### config.mk
export PLATFORM = sky130hd
export DESIGN_NAME = multdiv_arbiter
export DESIGN_NICKNAME = d
export VERILOG_FILES = /design/src/rtl/multdiv_arbiter.sv
export SDC_FILE = /design/constraint.sdc
export NUM_CORES = 1
export LEC_CHECK = 0
export ABC_AREA = 1
export CORE_ASPECT_RATIO = 1.2
export CORE_MARGIN = 2
export CORE_UTILIZATION = 35
export CTS_CLUSTER_SIZE = 10
export DETAILED_ROUTE_END_ITERATION = 6
export PLACE_DENSITY = 0.74
export SLEW_MARGIN = 0
export SYNTH_ARGS = -nofsm -noshare
export SYNTH_HDL_FRONTEND = slang
export SYNTH_SLANG_ARGS = --single-unit
export TNS_END_PERCENT = 20
### constraint.sdc
create_clock -name clock -period 1.6 [get_ports clock]
set_input_delay 0.32 -clock clock [delete_from_list [all_inputs] [get_ports clock]]
set_output_delay 0.32 -clock clock [all_outputs]
set_load 0.02 [all_outputs]
### src/rtl/multdiv_arbiter.sv
// Two-requester front end for a shared multi-cycle multdiv unit: round-robin grant,
// operand capture, start pulse, ready/timeout wait and a one-cycle completion response.
`timescale 1ns/1ps
module multdiv_arbiter #(
    parameter int WIDTH   = 32,
    parameter int TIMEOUT = 100,
    parameter int CNT_W   = 7
) (
    input  logic             clock,
    input  logic             reset,
    input  logic             req0,
    input  logic             req1,
    input  logic             op0,
    input  logic             op1,
    input  logic [WIDTH-1:0] a0,
    input  logic [WIDTH-1:0] a1,
    input  logic [WIDTH-1:0] b0,
    input  logic [WIDTH-1:0] b1,
    output logic             done0,
    output logic             done1,
    output logic [WIDTH-1:0] result,
    output logic             exception,
    output logic             timeout,
    output logic             busy,
    output logic [WIDTH-1:0] md_operandA,
    output logic [WIDTH-1:0] md_operandB,
    output logic             md_ctrl_MULT,
    output logic             md_ctrl_DIV,
    input  logic [WIDTH-1:0] md_result,
    input  logic             md_exception,
    input  logic             md_ready
);

    typedef enum logic [1:0] {
        ST_IDLE,
        ST_ISSUE,
        ST_WAIT,
        ST_RESPOND
    } state_t;

    localparam logic [CNT_W-1:0] CNT_LAST = CNT_W'(TIMEOUT - 1);

    state_t           state_q, state_d;
    logic             winner_q, winner_d;
    logic             last_grant_q, last_grant_d;
    logic             op_q, op_d;
    logic [WIDTH-1:0] opa_q, opa_d;
    logic [WIDTH-1:0] opb_q, opb_d;
    logic [CNT_W-1:0] cnt_q, cnt_d;
    logic [WIDTH-1:0] res_q, res_d;
    logic             exc_q, exc_d;
    logic             tout_q, tout_d;

    // Requester inputs gathered into indexable form so the grant selects by id.
    logic [1:0]       req_vec;
    logic             op_vec [2];
    logic [WIDTH-1:0] a_vec  [2];
    logic [WIDTH-1:0] b_vec  [2];
    logic [1:0]       done_vec;
    logic             grant_id;

    assign req_vec  = {req1, req0};
    assign op_vec[0] = op0;
    assign op_vec[1] = op1;
    assign a_vec[0]  = a0;
    assign a_vec[1]  = a1;
    assign b_vec[0]  = b0;
    assign b_vec[1]  = b1;

    // On contention the requester that was not served last wins; otherwise whoever asks.
    assign grant_id = (req0 && req1) ? ~last_grant_q : req1;

    always_comb begin
        state_d      = state_q;
        winner_d     = winner_q;
        last_grant_d = last_grant_q;
        op_d         = op_q;
        opa_d        = opa_q;
        opb_d        = opb_q;
        cnt_d        = cnt_q;
        res_d        = res_q;
        exc_d        = exc_q;
        tout_d       = tout_q;
        case (state_q)
            ST_IDLE: begin
                if (|req_vec) begin
                    winner_d     = grant_id;
                    last_grant_d = grant_id;
                    op_d         = op_vec[grant_id];
                    opa_d        = a_vec[grant_id];
                    opb_d        = b_vec[grant_id];
                    state_d      = ST_ISSUE;
                end
            end
            ST_ISSUE: begin
                cnt_d   = '0;
                state_d = ST_WAIT;
            end
            ST_WAIT: begin
                cnt_d = cnt_q + 1'b1;
                // A ready seen in the first wait cycle may belong to the previous operation.
                if (md_ready && (cnt_q != '0)) begin
                    res_d   = md_result;
                    exc_d   = md_exception;
                    tout_d  = 1'b0;
                    state_d = ST_RESPOND;
                end else if (cnt_q == CNT_LAST) begin
                    res_d   = '0;
                    exc_d   = 1'b1;
                    tout_d  = 1'b1;
                    state_d = ST_RESPOND;
                end
            end
            ST_RESPOND: begin
                state_d = ST_IDLE;
            end
            default: begin
                state_d = ST_IDLE;
            end
        endcase
    end

    always_ff @(posedge clock) begin
        if (reset) begin
            state_q      <= ST_IDLE;
            winner_q     <= 1'b0;
            last_grant_q <= 1'b1;
            op_q         <= 1'b0;
            opa_q        <= '0;
            opb_q        <= '0;
            cnt_q        <= '0;
            res_q        <= '0;
            exc_q        <= 1'b0;
            tout_q       <= 1'b0;
        end else begin
            state_q      <= state_d;
            winner_q     <= winner_d;
            last_grant_q <= last_grant_d;
            op_q         <= op_d;
            opa_q        <= opa_d;
            opb_q        <= opb_d;
            cnt_q        <= cnt_d;
            res_q        <= res_d;
            exc_q        <= exc_d;
            tout_q       <= tout_d;
        end
    end

    for (genvar gi = 0; gi < 2; gi++) begin : g_done
        assign done_vec[gi] = (state_q == ST_RESPOND) && (winner_q == 1'(gi));
    end

    assign done0        = done_vec[0];
    assign done1        = done_vec[1];
    assign busy         = (state_q != ST_IDLE);
    assign md_operandA  = opa_q;
    assign md_operandB  = opb_q;
    assign md_ctrl_MULT = (state_q == ST_ISSUE) && !op_q;
    assign md_ctrl_DIV  = (state_q == ST_ISSUE) && op_q;
    // Response fields are only meaningful alongside done; they read zero otherwise.
    assign result       = (state_q == ST_RESPOND) ? res_q : '0;
    assign exception    = (state_q == ST_RESPOND) && exc_q;
    assign timeout      = (state_q == ST_RESPOND) && tout_q;

endmodule

==> metrics <==
Synth area leader=dfxtp_1; Simple-Gate Fraction of Synth Area=0.224; Met2 Routed Length=8.88 mm; flop-to-flop setup slack=-0.01 ns; final wirelength=17.4 mm; R2R Path Start=cnt_q[0]; Power per Cell Area=1460 nW/um^2; endpoints failing setup=32; yosys warns=0; Met3 Wirelength=1.38 mm; register area share after synthesis=0.457; DR DRC count=0; clock skew=0.00844 ns; crit path max fanout=9; FMAX=0.575 GHz; Post-synth top flop=dfxtp_1; die width=111 um; CP Launch Point=state_q[0]; fin crit period=1.74 ns; post-layout util=0.652; post-synthesis adder-cell area fraction=0.0156; IO Pins=271; Reg clk slew, reported paths=0.07 ns; Gate Count Post-Synth=673; Site Rows=47; Synth Area in XOR/XNOR=0.00182; RSZ-0062 raised after global routing=true; Pleak=4.00 nW; crit share post-route=1.09; layout cell share with drive strength beyond 1=0.197; Hold Crit Class=reg -> reg; Hold WS=0.467 ns; Startpoint Class=register; Slew Limit Fails=0; Compound-Gate Fraction of Synth Area=0.207; core area=13600 um^2; Longest Clk Path Bufs=2; root buf cell=clkbuf_16; RR Endpoint=res_q[8]; vias in the first global route=5094; Mapped Avg Cell Area=7.16 um^2; worst reg2reg path depth=10; Die H=133 um; vias=5545; largest cells by area after synthesis=dfxtp_1 (46%), nand2_1 (19%), a31oi_1 (8.6%); aggregate global routing overflow=0; Hold Buf Count CTS=0; post-route ant nets=0; # diodes=0; CP Data Arrival Time=1.42 ns; Final HPWL DP=11.2 mm; Synth Register Bits=110; CP max stage delay=0.36 ns; post-DR vias/cell=4.88; input/output buffers=270; routability cong.=0.826; DRT Pass-1 Iters=5; Final Net Count=1135; clock buffer count from CTS=9; Yosys cell types=26; first-pass GRT wire length=25.8 mm; Post-Syn Area=4820 um^2; Slew HR=0.716; setup_tns=-2.51 ns; post-synthesis mux area share=0; Worst Setup Path Type=reg -> out; CP max stage cell=dfxtp_2; Slew @ Worst Pin=0.427 ns; WL/cell=15.3 um; initial antenna violation count=0; outcome=finished, violations left; Clk Latency, worst-skew pair=0.35 ns; most common cell after layout, fill and taps aside=nand2_1; most frequent cells in the layout=nand2_1 (225), clkdlybuf4s50_1 (167), dfxtp_1 (106); Async SR Flop Fraction=0; data required time at the worst endpoint=1.28 ns; synthesized net count=847; share of the synthesized area in the top cell type=0.457; Initial DRC Count=365; Post-synth EDFFs=0; failing checks=setup timing; Area Growth Syn to Fin=84.6%; WL met1=6.69 mm; maxcap violations=0; Initial Util=0.353; Die ar.=14700 um^2; critical path, cell by cell=ha_4 -> buf_12 -> buf_16 -> nand2_1 -> inv_1 -> buf_6; highest metal used=met4; Setup crit end=result[0]; VDD IR-drop max=1.08 mV; main combinational cell family by area after synthesis=simple AND/OR/NAND/NOR gates; Pwr Total=13.0 mW; Final Hold Viols=0; CP Capture Type=output port; total clock sinks=110; CTS H-tree depth=3; fillers=1158; largest net degree at the start of global routing=37; CTS tree=done; Post-Place Setup Slack=-0.167 ns; Worst Setup Slack, final=-0.138 ns; GR Util All Layers=0.216
per-stage QoR:
stage / std cells / instance area (um^2)
after CTS: 1130 / 8650
after floorplan: 673 / 4820
after global placement: 1097 / 7880
after global routing: 1137 / 8900
final: 1137 / 8900
after detailed placement: 1097 / 7880
routing by layer:
metal,vias to the layer above,track usage
li1,2773,-
met1,2501,0.249
met2,237,0.389
met3,34,0.0632
met4,0,0.0617
met5,-,0
critical path, delay by kind of cell (launching register included):
family                     cells  cell delay (ns)
adders and majority gates      1             0.19
buffers and inverters          4             0.45
DFF                            1             0.36
and+or+nand+nor                1             0.07
where the power goes:
part / internal [mW] / leakage (nW) / switching (mW) / total (mW)
clock network: 1.43 / 0.155 / 1.06 / 2.49
registers: 3.46 / 0.905 / 0.377 / 3.84
logic: 3.30 / 2.94 / 3.37 / 6.67
flip-flops by register name, summed over array words and instances, names as in the netlist:
register / cells
cnt_q: 7
exc_q: 1
last_grant_q: 1
md_operandA: 32
md_operandB: 32
op_q: 1
res_q: 32
state_q: 2
tout_q: 1
winner_q: 1
cell type report:
type                    instances  area, um^2  area share
clock buffers                  10         239      0.0268
clock inverters                 6        92.6      0.0104
inverters                      56         220      0.0247
multi-input cells             459        2390       0.268
flip-flops and latches        110        2210       0.248
well taps                     171         214      0.0240
repair buffers                325        3540       0.398
kinds of logic after synthesis:
group                    Yosys count
AND/OR/NAND/NOR                  275
AO/OA/AOI/OAI                    176
flip-flops                       110
buffers and inverters            105
adder cells (fa/ha/maj)            6
XOR/XNOR                           1
cell usage after synthesis (2+ instances only):
cell type and number:
clkbuf_1 25, nand2_2 2, nor3_1 5, o21ai_0 67
dfxtp_1 110, buf_2 18, nand3_1 7, nand3b_1 2
buf_8 3, a21oi_2 5, nor2_1 11, a31oi_1 66
a21oi_1 35, ha_1 6, buf_4 2, inv_1 56
nand2_1 244
what timing repair did:
item / 4_1_cts / 5_1_grt
hold endpoints to repair: 0 / 0
cloned: 9 / 3
resized for setup: 338 / 97
buffers inserted: 9 / 4
pin swaps: 6 / 28
endpoints found under the setup margin: 207 / 140
worst min path at each step:
stage | from | end | slack, ns | cells after the start
after floorplan | tout_q | tout_q | 0.43 | 2
after global placement | last_grant_q | last_grant_q | 0.45 | 2
after detailed placement | last_grant_q | last_grant_q | 0.45 | 2
after CTS | tout_q | tout_q | 0.46 | 2
after global routing | res_q[25] | res_q[25] | 0.49 | 2
final | last_grant_q | last_grant_q | 0.47 | 2
(Power assumes the default switching activity.)
